## config.mk

```make
export PLATFORM = sky130hd
export DESIGN_NAME = regfile_wb_arbiter
export DESIGN_NICKNAME = d
export VERILOG_FILES = /design/src/rtl/regfile_pkg.sv /design/src/rtl/regfile_wb_arbiter_rr.sv /design/src/rtl/regfile_wb_arbiter.sv
export SDC_FILE = /design/constraint.sdc
export NUM_CORES = 1
export LEC_CHECK = 0
export CORE_MARGIN = 3
export CORE_UTILIZATION = 34
export DETAILED_ROUTE_END_ITERATION = 16
export PLACE_DENSITY = 0.72
export SYNTH_ARGS = -nofsm -noshare
export SYNTH_HDL_FRONTEND = slang
export SYNTH_SLANG_ARGS = --single-unit
```

## constraint.sdc

```tcl
create_clock -name Clk -period 5.65 [get_ports Clk]
set_input_delay 1.13 -clock Clk [delete_from_list [all_inputs] [get_ports Clk]]
set_output_delay 1.13 -clock Clk [all_outputs]
set_load 0.03 [all_outputs]
```

## src/rtl/regfile_pkg.sv

```systemverilog
// Shared constants and types for the register-file write-back path.
// Requester indices fix the priority slots of the write-back arbiter.
package regfile_pkg;

    localparam int ADDR_W  = 4;
    localparam int DATA_W  = 32;
    localparam int NUM_REQ = 3;

    localparam int REQ_ALU  = 0;
    localparam int REQ_LOAD = 1;
    localparam int REQ_MUL  = 2;

    typedef logic [ADDR_W-1:0] reg_addr_t;
    typedef logic [DATA_W-1:0] reg_data_t;

endpackage

```

## src/rtl/regfile_wb_arbiter_rr.sv

```systemverilog
// Round-robin arbiter with a rotating start pointer.
// Pointer wraps explicitly so non-power-of-two N stays fair.
module rr_arbiter #(
    parameter int N  = 3,
    parameter int IW = (N > 1) ? $clog2(N) : 1
) (
    input  logic          Clk,
    input  logic          Rst,
    input  logic [N-1:0]  Req,
    input  logic          Accept,
    output logic [N-1:0]  Grant,
    output logic [IW-1:0] GrantIdx
);

    logic [IW-1:0] ptr;
    logic          found;
    int            j;

    // Search from ptr upward, wrapping, and grant the first requester
    always_comb begin
        Grant    = '0;
        GrantIdx = '0;
        found    = 1'b0;
        j        = 0;
        for (int k = 0; k < N; k++) begin
            j = int'(ptr) + k;
            if (j >= N) begin
                j = j - N;
            end
            if (!found && Req[j]) begin
                found    = 1'b1;
                Grant[j] = 1'b1;
                GrantIdx = IW'(j);
            end
        end
    end

    // Move the pointer just past the winner on every accepted grant
    always_ff @(posedge Clk or negedge Rst) begin
        if (!Rst) begin
            ptr <= '0;
        end else if (Accept) begin
            if (GrantIdx == IW'(N - 1)) begin
                ptr <= '0;
            end else begin
                ptr <= GrantIdx + 1'b1;
            end
        end
    end

endmodule

```

## src/rtl/regfile_wb_arbiter.sv

```systemverilog
// Write-back arbiter for the single register-file write port.
// Registers the winning write and tracks outstanding destinations.
module regfile_wb_arbiter
    import regfile_pkg::*;
#(
    parameter int NUM_REQ = regfile_pkg::NUM_REQ,
    parameter int DATA_W  = regfile_pkg::DATA_W,
    parameter int ADDR_W  = regfile_pkg::ADDR_W
) (
    input  logic                      Clk,
    input  logic                      Rst,
    input  logic [NUM_REQ-1:0]        ReqValid,
    input  logic [NUM_REQ*ADDR_W-1:0] ReqAddr,
    input  logic [NUM_REQ*DATA_W-1:0] ReqData,
    output logic [NUM_REQ-1:0]        ReqReady,
    input  logic                      IssueValid,
    input  logic [ADDR_W-1:0]         IssueAddr,
    output logic                      RegWrite,
    output logic [ADDR_W-1:0]         WriteRegister,
    output logic [DATA_W-1:0]         WriteData,
    output logic [2**ADDR_W-1:0]      BusyVec
);

    localparam int IW   = (NUM_REQ > 1) ? $clog2(NUM_REQ) : 1;
    localparam int NREG = 2**ADDR_W;

    logic [NUM_REQ-1:0] req;
    logic [NUM_REQ-1:0] grant;
    logic [IW-1:0]      gidx;
    logic               accept;
    logic [ADDR_W-1:0]  sel_addr;
    logic [DATA_W-1:0]  sel_data;
    logic               reg_write;
    logic [ADDR_W-1:0]  write_register;
    logic [DATA_W-1:0]  write_data;
    logic [NREG-1:0]    busy;
    logic [NREG-1:0]    busy_nxt;

    // Requests are masked while reset is held so no grant can leak out
    assign req      = Rst ? ReqValid : '0;
    assign accept   = |grant;
    assign ReqReady = grant;

    assign sel_addr = ReqAddr[int'(gidx)*ADDR_W +: ADDR_W];
    assign sel_data = ReqData[int'(gidx)*DATA_W +: DATA_W];

    rr_arbiter #(
        .N  (NUM_REQ),
        .IW (IW)
    ) u_rr (
        .Clk      (Clk),
        .Rst      (Rst),
        .Req      (req),
        .Accept   (accept),
        .Grant    (grant),
        .GrantIdx (gidx)
    );

    // Register the accepted write; address 0 is accepted but never written
    always_ff @(posedge Clk or negedge Rst) begin
        if (!Rst) begin
            reg_write      <= 1'b0;
            write_register <= '0;
            write_data     <= '0;
        end else begin
            reg_write <= accept && (sel_addr != '0);
            if (accept) begin
                write_register <= sel_addr;
                write_data     <= sel_data;
            end
        end
    end

    // Clear on completing write, then set on issue so a new issue wins
    always_comb begin
        busy_nxt = busy;
        if (reg_write) begin
            busy_nxt[write_register] = 1'b0;
        end
        if (IssueValid && (IssueAddr != '0)) begin
            busy_nxt[IssueAddr] = 1'b1;
        end
        busy_nxt[0] = 1'b0;
    end

    // Scoreboard state
    always_ff @(posedge Clk or negedge Rst) begin
        if (!Rst) begin
            busy <= '0;
        end else begin
            busy <= busy_nxt;
        end
    end

    assign RegWrite      = reg_write;
    assign WriteRegister = write_register;
    assign WriteData     = write_data;
    assign BusyVec       = busy;

endmodule

```

# Word-level counts from Yosys, hierarchy flattened
# Index checks and enable logic that the tools add are counted.
# totals
register_bits	54
inputBits	118
out_inout_bits	56
elab_cells	80
# classes
add_sub_neg	6
order_cmp	13
n_eq_ne	1
shifts	2
mux	34
n_bitwise	5
n_reduce_logical	14
# ops
op	n
$ge 32x1->1 const B	3
$lt 32x4->1 const B	3
$mux 32	3
$shiftx 96x8->32	1
$ge 32x3->1 const B	2
$sub 32x3->32 const B	2
$mux 16	2
$and 16x16->16	1
$not 16->16	1
$or 16x16->16	1
$mux 1	13
$mux 3	4
$shiftx 12x5->4	1
$lt 4x5->1 const B	2
$logic_and 1x1->1	9
$demux 1 s4	2
$ge 4x1->1 const B	2
$mux 2	4
$reduce_bool 4->1	2
$bmux 1 s2	3
$demux 1 s2	3
$or 3x3->3	2
$add 2x1->3 const B	1
$add 2x2->3 const B	1
6 further kinds	7

# Longest topological paths before layout
# Gate-level depths: netlist (run 1).
# depth
word_depth	15
ltp_mapped	11
ltp_nobuf	8

# By module
# Synthesis (run 1) repeated with hierarchy kept, for this count alone.
# unflattened
cells_unflattened	326
area_unflattened_um2	3296.9
# by_module_without_submodules
module	n_inst	cells_each	area_per_inst_um2
regfile_wb_arbiter	1	275	2862.7
rr_arbiter	1	51	434.2

# Least setup slack after synthesis (run 1)
# Ideal clock, no wire load.
# synth_path
path_kind	input to output
start	input port ReqValid[0]
end	output port ReqReady[2]
arrival_ps	2260
required_time_ps	4520
path_slack_ps	2260
path_stages	4
cell_sequence	nor2b_1 > a211o_1 > and2_4 > o22ai_1
# synth_via
elab_chain_cells	11
# synth_rtl
element	line_no	text
from (decl)	regfile_wb_arbiter.sv:12	input logic [NUM_REQ-1:0] ReqValid,
$mux 3 (*)	regfile_wb_arbiter.sv:40	assign req = Rst ? ReqValid : '0;
$bmux 1 s2	regfile_wb_arbiter_rr.sv:30	if (!found && Req[j]) begin
$mux 1 (implied by the code) (2 in a row)	regfile_wb_arbiter_rr.sv:30	
$mux 1	regfile_wb_arbiter_rr.sv:30	
$logic_not 1->1	regfile_wb_arbiter_rr.sv:30	
$logic_and 1x1->1	regfile_wb_arbiter_rr.sv:30	
$mux 1	regfile_wb_arbiter_rr.sv:30	
$logic_not 1->1	regfile_wb_arbiter_rr.sv:30	
$logic_and 1x1->1	regfile_wb_arbiter_rr.sv:30	
$mux 3 (*)	regfile_wb_arbiter_rr.sv:30	
to (decl)	regfile_wb_arbiter.sv:15	output logic [NUM_REQ-1:0] ReqReady,
# Mark *: on every way between the ends. The rest lies on a longest branch, timed or not. The select of a mux whose other input is x is not followed.

# Final worst setup path (run 1)
# layout_path
start	input port ReqValid[2]
end	output port ReqReady[2]
# Same word-level chain as after synthesis.

==> PnR_summary.wiki, run 1 <==
{| class="wikitable"
! Metric !! Value
|-
| Status || finished clean
|-
| Number of synthesized flops with an enable pin || 0
|-
| Wire length of the first global-routing pass || 14.3 mm
|-
| Hold bufs inserted after CTS || 0
|-
| Port bufs || 172
|-
| Critical-path cell with the highest stage delay || clkdlybuf4s50_1
|-
| Final weighted congestion in routability-driven placement || 0.893
|-
| Xor-xnor portion of the synthesized cell area || 0%
|-
| Clock transition at the registers of the reported paths || 0.09 ns
|-
| Aggregate routed wire length || 9.51 mm
|-
| Post-synth top flop || dfrtp_1
|-
| Cell at the root of the clock tree || clkbuf_8
|-
| Count of final hold-check violations || 0
|-
| Most frequent standard cell in the layout excluding fill and tap cells || clkdlybuf4s50_1
|-
| Simple-gate portion of the synthesized area || 10.3%
|-
| Sum of overflow across all layers after global routing || 0
|-
| Number of antenna violations at the first check in global routing || 0
|-
| Final total negative setup slack || 0 ns
|-
| Max Clock Freq || 220 MHz
|-
| Lkg Pwr || 2.07 nW
|-
| Footprint of the multi-input gates || 1720 sq um
|-
| Class of the worst hold path || flop to flop
|-
| Final Skew || 0.0184 ns
|-
| Vias post-DR || 3056
|-
| Worst path arrival time || 3.41 ns
|-
| Peak fanout along the critical path || 6
|-
| Sum of net half-perimeters after detailed placement || 7.45 mm
|-
| Vias in the first global route || 3059
|-
| Ys async rst share || 100%
|-
| Synthesized netlist net count || 436
|-
| Critical path type || input port to primary output
|-
| Tightest hold margin || 0.505 ns
|-
| Count of routing violations after the opening detailed-route iteration || 118
|-
| Post-Syn Area per Cell || 10.2 sq um
|-
| Synthesis Warnings || 0
|-
| Capturing element type of the critical path || primary output
|-
| Worst path cell trace || clkdlybuf4s50_1 -> mux2i_1 -> o21ai_1 -> a31oi_1 -> o22ai_1 -> clkdlybuf4s50_1
|-
| Part of the total power dissipated in sequential elements || 25.9%
|-
| Post-route DRC violation count || 0
|-
| NetSw || 1.21 mW
|-
| Clock latency on the worst-skew pair || 0.32 ns
|-
| Most frequent CP cell || clkdlybuf4s50_1
|-
| Core Area || 8930 sq um
|-
| Flip-flop and latch count after synthesis || 54
|-
| Tightest Pin Transition || 0.982 ns
|-
| Post-synthesis cell count || 314
|-
| Final period demand of the worst path || 4.54 ns
|-
| Internal power component || 1.55 mW
|-
| CTS tree || yes
|-
| Post-cts sizing count || 0
|-
| Fraction of the mapped netlist area in compound gates || 13.7%
|-
| Count of final setup violators || 0
|-
| Max incr delay on CP || 0.74 ns
|-
| Slew HR || 34.3%
|-
| Vertical die dimension || 103 microns
|-
| Largest area contributor in the synthesized netlist || dfrtp_1
|-
| Number of clock sinks seen by CTS || 54
|-
| Type of element launching the critical path || input port
|-
| Number of inserted diodes || 0
|-
| Maxcap violations || 0
|-
| Combinational power share || 64.5%
|-
| Routed via count divided by cell count || 5.22
|-
| Sequential-to-total area share from yosys stat || 42.3%
|-
| WP data required || 4.52 ns
|-
| Most used cells in the layout excluding fill and tap cells || 171 x clkdlybuf4s50_1, 54 x dfrtp_1, 44 x mux2i_1
|-
| Cell variety after synth || 38
|-
| Share of the synthesized area in the top cell type || 42.3%
|-
| Ratio of final minimum period to clock period || 80.4%
|-
| Combinational family with the most area after synthesis || multiplexers
|-
| Sw frac || 43.7%
|-
| Gr usage total || 17.0%
|-
| Final ANT Viol Nets || 0
|-
| X dimension of the die || 103 microns
|-
| Final #Nets || 599
|-
| DR pass1 iterations || 4
|-
| Power density cells || 540 nW/um^2
|-
| Avg WL per Cell || 16.2 microns
|-
| Post-synthesis to final-layout area growth || 60.2%
|-
| CTS Buf Count || 5
|-
| Final Slew Violations || 0
|-
| Count of buffers added by post-CTS timing repair for setup || 0
|-
| Max VDD drop || 0.376 mV
|-
| Count of pins on the block boundary || 174
|-
| Netlist Area Pre-Place || 3190 sq um
|-
| Buffers & Inverters on Critical Path || 2
|-
| Fraction of layout cells with a size suffix above 1 || 11.1%
|-
| Bufs on Longest Clock Path || 2
|-
| Top cells by area in the synthesized netlist || dfrtp_1 42%, mux2i_1 14%, mux2_2 12%
|-
| Number of H-tree levels || 2
|-
| Maximum number of pins on one net before global-route repair || 42
|-
| Relative contribution of the clock network to total power || 9.6%
|-
| Dominant delay contributor by cell family on the critical path || buffers and inverters
|-
| Std cell rows || 34
|-
| Unrepaired setup endpoints after global routing || no
|-
| Total die area || 10600 sq um
|-
| Combined flip-flop and latch cell area || 1350 sq um
|-
| Count of filler cells inserted in the layout || 789
|-
| Proportion of synthesized area in mux cells || 27.3%
|-
| Effective utilization at floorplan || 35.7%
|-
| Adder-cell share of the synthesized area || 1.57%
|}
worst paths after layout:
kind                                            from                         to  slack (ns)  depth (start not counted)
setup / recovery                         ReqValid[2]                ReqReady[2]        1.11                          6
hold / removal             WriteData[25]$_DFFE_PN0P_  WriteData[25]$_DFFE_PN0P_        0.51                          1
setup reg to reg             u_rr.ptr[1]$_DFFE_PN0P_  WriteData[12]$_DFFE_PN0P_        2.53                          9
hold reg to reg            WriteData[25]$_DFFE_PN0P_  WriteData[25]$_DFFE_PN0P_        0.51                          1
max in group asynchronous                        Rst  WriteData[23]$_DFFE_PN0P_        4.03                          2
min in group asynchronous                        Rst   WriteData[6]$_DFFE_PN0P_        0.75                          1
state kept, by name (all words and copies together), names as in the netlist:
name / count
WriteRegister: 4
BusyVec: 15
u_rr.ptr: 2
WriteData: 32
RegWrite: 1
power by group through the flow:
| stage | combinational (mW) | clock (mW) | sequential (mW) |
|---|---|---|---|
| final | 1.78 | 0.265 | 0.716 |
| after global routing | 1.90 | 0.293 | 0.741 |
| after CTS | 1.80 | 0.274 | 0.715 |
| after detailed placement | 1.80 | 0 | 0.719 |
| after global placement | 1.76 | 0 | 0.709 |
| after floorplan | 0.800 | 0 | 1.07 |
layer usage:
metal	vias up	track usage (%)	wire length [microns]
met3	9	5.62	1140
met5	-	0	0
li1	1448	-	-
met4	0	3.39	108
met2	179	29.6	4600
met1	1420	20.6	3660
stage by stage:
stage                     setup slack, ns  util, %  cells  area, sq um  power, mW
after detailed placement             1.16     55.9    578         5000       2.52
after global routing                 1.03     57.2    586         5110       2.93
after CTS                            1.16     57.2    586         5110       2.79
after floorplan                      2.26        -    314         3190       1.87
final                                1.11     57.2    586         5110       2.76
after global placement               1.25     55.9    578         5000       2.47
synth_stat cells (all sizes together) (2+ instances only):
cell and n:
nor2b 3, mux2 38, nand2 6, mux2i 44, ha 4, a31oi 2, o31ai 4, nor2 33
buf 11, nand3 8, nand3b 3, a21oi 36, dfrtp 54, inv 8, clkbuf 9, o21ai 30
nand2b 6, a21o 2
cells by family after synthesis:
group,after synthesis
multiplexers,82
AO/OA/AOI/OAI,80
AND/OR/NAND/NOR,65
flip-flops,54
buffers and inverters,28
adder cells (fa/ha/maj),4
other,1
worst register-to-register path, cell delays in order, from the launching register on:
cell and delay (ns):
dfrtp_1 0.41, inv_1 0.10, ha_1 0.33, mux2i_1 0.26, o21ai_1 0.19, and3_1 0.25
mux2_4 0.29, nor4b_4 0.27, buf_4 0.47, mux2_2 0.44
cell type report:
type / count / area share [%]
clock inverter: 3 / 0.930
inverter: 8 / 0.587
tap: 108 / 2.64
timing repair buffer: 176 / 34.4
clock buffer: 5 / 1.35
sequential: 54 / 26.4
multi-input combinational: 232 / 33.7
Power figures use the tool's default switching activity.
==> run 2, diff against run 1 <==
==> constraint.sdc (replaced) <==
create_clock -name Clk -period 4.6 [get_ports Clk]
set_input_delay 0.92 -clock Clk [delete_from_list [all_inputs] [get_ports Clk]]
set_output_delay 0.92 -clock Clk [all_outputs]
set_load 0.03 [all_outputs]
==> PnR_summary.wiki, run 2 (synthesized netlist as in run 1, its figures left out) <==
{| class="wikitable"
! Metric !! Value
|-
| Status || finished clean (unchanged)
|-
| Combinational power share || 65.2% (was 64.5%)
|-
| Wire length of the first global-routing pass || 14.4 mm (was 14.3 mm)
|-
| Met1 track utilization from global routing || 20.4% (was 20.6%)
|-
| Sw frac || 44.3% (was 43.7%)
|-
| Sum of overflow across all layers after global routing || 0 (unchanged)
|-
| Lkg Pwr || 2.07 nW (about the same)
|-
| Met2 track utilization from global routing || 30.2% (was 29.6%)
|-
| Class of the worst hold path || input port to async pin (was flop to flop)
|-
| Number of clock sinks seen by CTS || 54 (unchanged)
|-
| Footprint of the multi-input gates || 1720 sq um (unchanged)
|-
| Count of final hold-check violations || 0 (unchanged)
|-
| Count of routing violations after the opening detailed-route iteration || 97 (was 118)
|-
| CTS Buf Count || 5 (unchanged)
|-
| Vertical die dimension || 103 microns (unchanged)
|-
| Clock latency on the worst-skew pair || 0.32 ns (about the same)
|-
| Routed via count divided by cell count || 5.16 (was 5.22)
|-
| Max VDD drop || 0.435 mV (was 0.376 mV)
|-
| Gr usage total || 17.3% (was 17.0%)
|-
| Number of H-tree levels || 2 (unchanged)
|-
| Final total negative setup slack || 0 ns (unchanged)
|-
| Unrepaired setup endpoints after global routing || no (unchanged)
|-
| Power density cells || 654 nW/um^2 (was 540 nW/um^2)
|-
| Met3 Resource Use GR || 5.07% (was 5.62%)
|-
| Peak-usage layer in the global routing report || met2 (unchanged)
|-
| Util after Layout || 57.1% (was 57.2%)
|-
| Max Clock Freq || 246 MHz
|-
| Hold bufs inserted after CTS || 0 (unchanged)
|-
| Count of filler cells inserted in the layout || 796 (was 789)
|-
| Worst path arrival time || 3.15 ns (was 3.41 ns)
|-
| Final non-filler cell area || 5100 sq um (was 5110 sq um)
|-
| Sum of net half-perimeters after detailed placement || 7.52 mm (was 7.45 mm)
|-
| Critical path type || input port to primary output (unchanged)
|-
| Post-cts sizing count || 0 (unchanged)
|-
| Ratio of final minimum period to clock period || 88.4%
|-
| Capturing element type of the critical path || primary output (unchanged)
|-
| Count of buffers added by post-CTS timing repair for setup || 0 (unchanged)
|-
| Final total power || 3.33 mW (was 2.76 mW)
|-
| Aggregate routed wire length || 9.42 mm (was 9.51 mm)
|-
| NetSw || 1.48 mW (was 1.21 mW)
|-
| Total instance count after detailed placement || 580 (was 578)
|-
| Number of flip-flops in the largest register || 32 (unchanged)
|-
| Internal power component || 1.86 mW (was 1.55 mW)
|-
| Cell at the root of the clock tree || clkbuf_8 (unchanged)
|-
| Maxcap violations || 0 (unchanged)
|-
| Effective utilization at floorplan || 35.7% (unchanged)
|-
| Maximum number of pins on one net before global-route repair || 40 (was 42)
|-
| Type of element launching the critical path || input port (unchanged)
|-
| Vias post-DR || 3034 (was 3056)
|-
| Final weighted congestion in routability-driven placement || 0.935 (was 0.893)
|-
| Slew HR || 33.2% (was 34.3%)
|-
| Fraction of layout cells with a size suffix above 1 || 11.5% (was 11.1%)
|-
| Relative contribution of the clock network to total power || 8.6% (was 9.6%)
|-
| X dimension of the die || 103 microns (unchanged)
|-
| Core Area || 8930 sq um (unchanged)
|-
| Vias in the first global route || 3069 (was 3059)
|-
| Number of inserted diodes || 0 (unchanged)
|-
| WP data required || 3.68 ns (was 4.52 ns)
|-
| Avg WL per Cell || 16.0 microns (was 16.2 microns)
|-
| Final Skew || 0.0125 ns (was 0.0184 ns)
|-
| CTS tree || yes (unchanged)
|-
| Most frequent standard cell in the layout excluding fill and tap cells || clkdlybuf4s50_1 (unchanged)
|-
| Combined flip-flop and latch cell area || 1350 sq um (unchanged)
|-
| Post-synthesis to final-layout area growth || 59.7% (was 60.2%)
|-
| Final Slew Violations || 0 (unchanged)
|-
| Flop2flop setup slack || 1.54 ns (was 2.53 ns)
|-
| Part of the total power dissipated in sequential elements || 26.2% (was 25.9%)
|-
| Total die area || 10600 sq um (unchanged)
|-
| Clock transition at the registers of the reported paths || 0.10 ns (was 0.09 ns)
|-
| Final period demand of the worst path || 4.07 ns
|-
| Most used cells in the layout excluding fill and tap cells || 171 x clkdlybuf4s50_1, 54 x dfrtp_1, 44 x mux2i_1 (unchanged)
|-
| Non-Filler Instances || 588 (was 586)
|-
| DR pass1 iterations || 4 (unchanged)
|-
| Post-route DRC violation count || 0 (unchanged)
|-
| Peak fanout along the critical path || 6 (unchanged)
|-
| Number of antenna violations at the first check in global routing || 1 (was 0)
|-
| Final #Nets || 601 (was 599)
|-
| Port bufs || 172 (unchanged)
|-
| Std cell rows || 34 (unchanged)
|-
| Tightest Pin Transition || 0.998 ns (was 0.982 ns)
|-
| Count of pins on the block boundary || 174 (unchanged)
|-
| Final ANT Viol Nets || 0 (unchanged)
|-
| Bufs on Longest Clock Path || 2 (unchanged)
|-
| Dpl cell area || 5000 sq um (about the same)
|-
| Count of final setup violators || 0 (unchanged)
|}
==> run 2: changes by cell type in the layout (fill, tap and decap cells not counted), sizes merged <==
cell    before  now
bufinv       1    0
buf          5    7
inv          9   10
==> run 2: path summary, 6_finish.rpt <==
kind | startpoint | endpoint | cells after the start
min reg2reg | WriteData[25]$_DFFE_PN0P_ | WriteData[25]$_DFFE_PN0P_ | 1
max reg2reg | u_rr.ptr[1]$_DFFE_PN0P_ | WriteData[11]$_DFFE_PN0P_ | 9
min | Rst | WriteData[31]$_DFFE_PN0P_ | 1
min in group Clk | WriteData[25]$_DFFE_PN0P_ | WriteData[25]$_DFFE_PN0P_ | 1
max in group asynchronous | Rst | WriteData[26]$_DFFE_PN0P_ | 3
max | ReqValid[2] | ReqReady[2] | 6
==> run 2: final cells by class <==
| type | count | area share (%) |
|---|---|---|
| inverter | 8 | 0.589 |
| sequential | 54 | 26.5 |
| clock buffer | 5 | 1.35 |
| timing repair buffer | 178 | 34.6 |
| tap | 108 | 2.65 |
| multi-input combinational | 232 | 33.8 |
| clock inverter | 3 | 0.565 |
==> run 2: worst max-delay path: stages <==
cell and delay, ns:
clkdlybuf4s50_1 0.57, mux2i_1 0.11, o21ai_1 0.35, a31oi_1 0.14
o22ai_1 0.31, clkdlybuf4s50_1 0.75
==> run 2: layer usage <==
| layer | part of all wire, % | vias to the layer above |
|---|---|---|
| met4 | 1.6 | 2 |
| met3 | 11 | 16 |
| met2 | 48 | 164 |
| li1 | - | 1452 |
| met1 | 39 | 1400 |
| met5 | 0.074 | - |
==> run 2: power by group through the flow <==
stage	Clock, mW	Sequential, mW	Combinational (mW)
floorplan	0	1.32	0.983
CTS	0.302	0.873	2.21
global route	0.320	0.905	2.33
global placement	0	0.872	2.16
detailed placement	0	0.877	2.20
finish	0.285	0.874	2.17
==> run 2: metrics by stage <==
stage	hold WS, ns	setup WS [ns]
2_1_floorplan	0.538	1.63
3_3_place_gp	0.473	0.625
3_5_place_dp	0.484	0.559
4_1_cts	0.490	0.554
5_1_grt	0.483	0.443
6_report	0.493	0.533
==> run 3, diff against run 2 <==
--- a/config.mk
+++ b/config.mk
@@ -12,3 +12,4 @@
 export SYNTH_ARGS = -nofsm -noshare
 export SYNTH_HDL_FRONTEND = slang
 export SYNTH_SLANG_ARGS = --single-unit
+export TNS_END_PERCENT = 1
==> results of run 3 <==
The final DEF is identical to that of run 2; final timing and power are the same.
==> patch 1, RTL diff (flow settings as in run 1) <==
Change the package constant `DATA_W` from 32 to 36.
--- a/src/rtl/regfile_pkg.sv
+++ b/src/rtl/regfile_pkg.sv
@@ -5,3 +5,3 @@
     localparam int ADDR_W  = 4;
-    localparam int DATA_W  = 32;
+    localparam int DATA_W  = 36;
     localparam int NUM_REQ = 3;
Ports: changed (resized ReqData and WriteData); port bits go from 174 to 190. No check against the original RTL was run, so the function may have changed too.
==> patch 1 against run 1 <==
Total power increased by 20%. Register-to-register slack worse by 0.22 ns. Critical path type unchanged. Highest routed layer unchanged. Clock skew fell by 0.013 ns. Critical endpoint is now ReqReady[1]. Synthesized area grew 17%. Final area is 14% higher. Wire length up 30%. Worst setup slack better by 0.080 ns. Sequential cell count grew 4.
==> patch 1: results (changes against run 1) <==
Parameter                              Value

Status
  Run status ... complete, no violations

Timing
  Worst relative slew slack ... 0.233 (-0.110)
  Clock Skews ... 0.00546 ns (-0.0129 ns)
  Final Hold Fails ... 0 (unchanged)

Drt
  Total number of vias ... 3731 (+22%)
  Total met2 wirelength after detailed routing ... 6170 um (+34%)
  Wirelength per Cell ... 17.5 um (+7.6%)
  Met3 wirelength from detailed routing ... 897 um (-22%)
  Via density per instance ... 5.28 (+1.2%)
  Detailed-routing wirelength on met1 ... 5000 um (+37%)
  Count of routing violations after the opening detailed-route iteration ... 219 (+86%)
  Pre-Repair DR Iteration Count ... 5 (+1)
  Top routing layer used ... met4

Finish
  Largest register FFs ... 36 (+13%)
  Proportion of layout cells with a drive suffix above 1 ... 0.128 (+0.0172)
  Net count of the finished layout ... 701 (+17%)

Min path
  Hold/Removal Path Class ... flip-flop to flip-flop

Critical path
  Arr. time, crit path ... 3.33 ns (-0.08 ns)
  Gate family responsible for the most delay along the worst path ... buffers and inverters
  Crit-path max FO ... 6 (unchanged)
  Slowest stage delay, CP ... 0.60 ns (-0.14 ns)
  Critical Path Slowest Stage Cell ... sky130_fd_sc_hd__clkdlybuf4s50_1

Power and ir drop
  Worst supply voltage drop on vdd ... 0.258 mV (-31%)
  Standby leakage power ... 0.00243 uW (+17%)

Place
  Half-perimeter wire length after detailed placement ... 9320 um (+25%)
  RD Place Congestion ... 0.882 (-1.3%)
  Worst slack, placed ... 1.19 ns (+0.0361 ns)
  Cell area after placement ... 5660 sq um (+13%)
  Number of cells after detailed placement ... 692 (+20%)
  Count of buffers inserted at the top-level ports ... 188 (+9.3%)

Global routing
  Largest net degree at the start of global routing ... 58 (+38%)
  Antenna violations before repair ... 1 (+1)
  Global-route usage over all layers ... 0.200 (+0.0296)
  Wire length of the first global-routing pass ... 19900 um (+40%)
  Via count of the first global-routing pass ... 3914 (+28%)

CTS
  Setup Fix Bufs, Post-CTS ... 0 (unchanged)
  Latest clock arrival within the worst-skew pair ... 0.33 ns
  CTS H-tree lvls ... 3 (+1)
  Post-cts gate resize count ... 0 (unchanged)
  Post-CTS clock slew at the launch and capture registers of the worst setup and hold paths ... 0.06 ns (-0.03 ns)
  CTS buffer count ... 9 (+4)
  Maximum count of clock buffers along a single path ... 2 (unchanged)
  Buffer type at the clock tree root ... sky130_fd_sc_hd__clkbuf_8

Synthesis
  Cell types with the largest area share after synthesis ... sky130_fd_sc_hd__dfrtp_1, sky130_fd_sc_hd__mux2_4, sky130_fd_sc_hd__o21ai_0, sky130_fd_sc_hd__a31oi_1, sky130_fd_sc_hd__nand3_1
  Post-Syn Nets ... 531 (+22%)
  Post-synthesis area per instance ... 9.42 sq um (-7.4%)
  Unique masters post-synth ... 39 (+2.6%)
  Async SR Flop Fraction ... 1.00 (unchanged)
  Warning count from the yosys run ... 0 (unchanged)
  Part of the Yosys area used for sequential elements ... 0.388 (-0.0351)
  Most frequent cells after synthesis ... sky130_fd_sc_hd__o21ai_0, sky130_fd_sc_hd__dfrtp_1, sky130_fd_sc_hd__nand3_1
patch 1: cell types whose count changed after synthesis, sizes merged, moves of 4 or more:
| cell | run 1 | this run |
|---|---|---|
| o21ai | 30 | 76 |
| a31oi | 2 | 43 |
| mux2i | 44 | 4 |
| nand3 | 8 | 46 |
| a21oi | 36 | 3 |
| clkbuf | 9 | 20 |
| nor2 | 33 | 42 |
| buf | 11 | 15 |
| dfrtp | 54 | 58 |
patch 1: worst paths after layout:
check / from / to / slack (ns) / depth (start not counted)
min: BusyVec[7] / BusyVec[7] / 0.51 / 2
max reg2reg: u_rr.ptr[1] / WriteData[2] / 2.31 / 9
max in group asynchronous: Rst / BusyVec[7] / 4.00 / 2
max: ReqValid[2] / ReqReady[1] / 1.19 / 7
min in group asynchronous: Rst / WriteData[7] / 0.66 / 1
min reg2reg: BusyVec[7] / BusyVec[7] / 0.51 / 2
patch 1: worst reg2reg max path, cell delays in order, from the launching register on:
cell,delay (ns)
sky130_fd_sc_hd__dfrtp_1,0.40
sky130_fd_sc_hd__inv_1,0.10
sky130_fd_sc_hd__ha_1,0.34
sky130_fd_sc_hd__mux2i_1,0.14
sky130_fd_sc_hd__o21ai_2,0.31
sky130_fd_sc_hd__a21oi_1,0.13
sky130_fd_sc_hd__o21ai_0,0.42
sky130_fd_sc_hd__nand4bb_4,0.55
sky130_fd_sc_hd__buf_4,0.49
sky130_fd_sc_hd__mux2_4,0.34
patch 1: kinds of logic (layout without fill, tap and decap cells):
| kind of cell | count (synthesis) | after routing | synth area share |
|---|---|---|---|
| and+or+nand+nor | 117 | 117 | 0.155 |
| AOI/OAI and AO/OA | 131 | 131 | 0.203 |
| adders and majority gates | 4 | 4 | 0.0134 |
| muxes | 45 | 45 | 0.172 |
| other | 1 | 2 | 0.00100 |
| buffers and inverters | 41 | 214 | 0.0676 |
| DFF | 58 | 58 | 0.388 |
patch 1: report_power, final:
part,internal (uW),switching [uW]
Combinational,1060,1080
Clock,221,157
Sequential,637,160
patch 1: per-layer routing:
| layer | track usage | vias up |
|---|---|---|
| met3 | 0.0529 | 21 |
| met5 | 0 | - |
| met4 | 0.0755 | 0 |
| met2 | 0.347 | 169 |
| li1 | - | 1786 |
| met1 | 0.235 | 1755 |
patch 1: final cells by class:
type,count,area [sq um]
Antenna cell,1,2.50
Inverter,6,22.5
Multi-Input combinational cell,298,2090
Clock inverter,3,40.0
Timing Repair Buffer,194,1920
Tap cell,136,170
Fill cell,941,4660
Sequential cell,58,1450
Clock buffer,11,151
==> patch 2, RTL diff (config.mk and constraints of run 1) <==
Without the edit above. Reset style: synchronous (`Rst`), changed in 3 clocked blocks.
--- a/src/rtl/regfile_wb_arbiter_rr.sv
+++ b/src/rtl/regfile_wb_arbiter_rr.sv
@@ -38,3 +38,3 @@
     // Move the pointer just past the winner on every accepted grant
-    always_ff @(posedge Clk or negedge Rst) begin
+    always_ff @(posedge Clk) begin
         if (!Rst) begin
--- a/src/rtl/regfile_wb_arbiter.sv
+++ b/src/rtl/regfile_wb_arbiter.sv
@@ -59,3 +59,3 @@
     // Register the accepted write; address 0 is accepted but never written
-    always_ff @(posedge Clk or negedge Rst) begin
+    always_ff @(posedge Clk) begin
         if (!Rst) begin
@@ -86,3 +86,3 @@
     // Scoreboard state
-    always_ff @(posedge Clk or negedge Rst) begin
+    always_ff @(posedge Clk) begin
         if (!Rst) begin
Check against the original RTL: differs if Rst is asserted again (counterexample within 4 cycles, from zero or initial values and one cycle with Rst low); with Rst held inactive, the same outputs for 10 cycles.
==> patch 2 against run 1 <==
Wire length decreased by 2.4%. Count of clock-buffer cells in the layout rose by 1. Largest power group unchanged. Sequential cell count did not move. Clock skew fell by 0.0082 ns. Sequential share of layout area shrank 4.4 points. Synthesized area fell by 5.8%. Critical path depth stayed put. Total power shrank 15%. Critical path type unchanged. Utilization rose by 1.3 points. Final area shrank 4.1%. First-iteration DRC count is 44% lower. Non-clock buffer count rose by 3. Worst setup slack worse by 0.25 ns.
==> patch 2: results (changes against run 1) <==
Parameter                              Value

Status
  Run status ... complete, no violations

Synthesis
  Mux contribution to synthesized area ... 0.160 (-0.113)
  Post-Synthesis Cells ... 368 (+17%)
  Post-Syn Nets ... 490 (+12%)
  Unique masters post-synth ... 43 (+13%)
  Most frequent cells after synthesis ... sky130_fd_sc_hd__dfxtp_1, sky130_fd_sc_hd__a21oi_1, sky130_fd_sc_hd__o21ai_0
  Cell types with the largest area share after synthesis ... sky130_fd_sc_hd__dfxtp_1, sky130_fd_sc_hd__mux2i_1, sky130_fd_sc_hd__a21oi_1, sky130_fd_sc_hd__o21ai_0, sky130_fd_sc_hd__nand3_1
  Post-Synth Adder-Cell Area ... 0.0166 (+0.000959)
  Part of the Yosys area used for sequential elements ... 0.359 (-0.0640)
  Fraction of the mapped netlist area in compound gates ... 0.203 (+0.0658)
  Async SR Flop Fraction ... 0 (-1.00)
  Warning count from the yosys run ... 0 (unchanged)
  Post-synth top flop ... sky130_fd_sc_hd__dfxtp_1

Place
  Half-perimeter wire length after detailed placement ... 7390 um (-0.79%)
  Cell area after placement ... 4780 sq um (-4.3%)
  RD Place Congestion ... 0.828 (-7.2%)

Power and ir drop
  Worst supply voltage drop on vdd ... 0.321 mV (-15%)
  Total net switching power ... 1060 uW (-12%)
  Standby leakage power ... 0.00177 uW (-14%)

Timing
  Clock Skews ... 0.0102 ns (-0.00818 ns)
  Worst relative slew slack ... 0.523 (+0.181)
  Hold WS ... 0.460 ns (-0.0448 ns)

CTS
  CTS buffer count ... 5 (unchanged)
  Latest clock arrival within the worst-skew pair ... 0.30 ns (-0.02 ns)

Min path
  Hold/Removal Path Class ... flip-flop to flip-flop
  Number of stages on the worst hold path ... 2 (+1)
  Hold endpoint ... WriteData[6]
  Hold Startpoint ... WriteData[6]

Global routing
  Met3 layer usage reported by global route ... 0.0473 (-0.00890)
  Wire length of the first global-routing pass ... 14500 um (+1.8%)
  Largest net degree at the start of global routing ... 74 (+76%)
  Global-route usage over all layers ... 0.178 (+0.00754)
  Via count of the first global-routing pass ... 3071 (+0.39%)
  Global routing met2 resource utilization ... 0.308 (+0.0124)
  Antenna violations before repair ... 0 (unchanged)
  Routing usage on met1 ... 0.218 (+0.0113)

Critical path
  End of the critical path ... ReqReady[1]
  Arr. time, crit path ... 3.67 ns (+0.26 ns)
  Startpoint of the worst setup timing path ... Rst
  Reg-to-reg endpoint ... RegWrite
  Beginning of the worst register-to-register path ... u_rr.ptr[0]
  Register-to-register setup slack ... 2.56 ns (+0.03 ns)
  Crit-path max FO ... 21 (+15)
  Worst reg-to-reg path cell count ... 9 (unchanged)

Drt
  Count of routing violations after the opening detailed-route iteration ... 66 (-44%)
  Total wire length after detailed routing ... 9280 um (-2.4%)
  Via density per instance ... 5.04 (-3.4%)

Finish
  Proportion of layout cells with a drive suffix above 1 ... 0.0606 (-0.0503)
  Net count of the finished layout ... 649 (+8.3%)
[patch 2: cell count changes after synthesis, sizes merged, moves of 13 or more]
cell,delta
dfxtp,+54
o21ai,+21
dfrtp,-54
mux2,-30
nand3,+32
a21oi,+13
[patch 2: layout make-up]
cell class                      count  area, sq um
Clock inverter                      2         38.8
Multi-Input combinational cell    283         1780
Sequential cell                    54         1080
Timing Repair Buffer              179         1770
Fill cell                         803         3480
Clock buffer                        6         82.6
Tap cell                          105          131
Inverter                            4         15.0
[patch 2: power by group through the flow]
stage	Clock (uW)	Combinational [uW]	Sequential, uW
2_1_floorplan	0	783	837
3_3_place_gp	0	1460	611
3_5_place_dp	0	1480	615
4_1_cts	279	1490	607
5_1_grt	295	1600	625
6_report	268	1470	606
[patch 2: routing by layer]
metal | share of wire | up-vias | wire, um
met5 | 0 | - | 0
met2 | 0.48 | 127 | 4450
met3 | 0.086 | 10 | 794
met1 | 0.42 | 1435 | 3900
li1 | - | 1618 | -
met4 | 0.015 | 0 | 135
[patch 2: through the flow]
step	cells	setup slack [ns]	utilization	power, uW
final	633	0.854	0.585	2340
after CTS	633	0.870	0.585	2370
after floorplan	368	2.22	-	1620
after global placement	625	0.948	0.571	2070
after global routing	633	0.743	0.585	2520
after detailed placement	625	0.877	0.571	2100
[patch 2: worst max-delay path, cell delays in order]
cell and delay, ns:
sky130_fd_sc_hd__clkdlybuf4s50_1 0.40, sky130_fd_sc_hd__buf_4 0.21, sky130_fd_sc_hd__inv_1 0.55, sky130_fd_sc_hd__nor3b_2 0.18
sky130_fd_sc_hd__o21bai_1 0.43, sky130_fd_sc_hd__clkdlybuf4s50_1 0.76
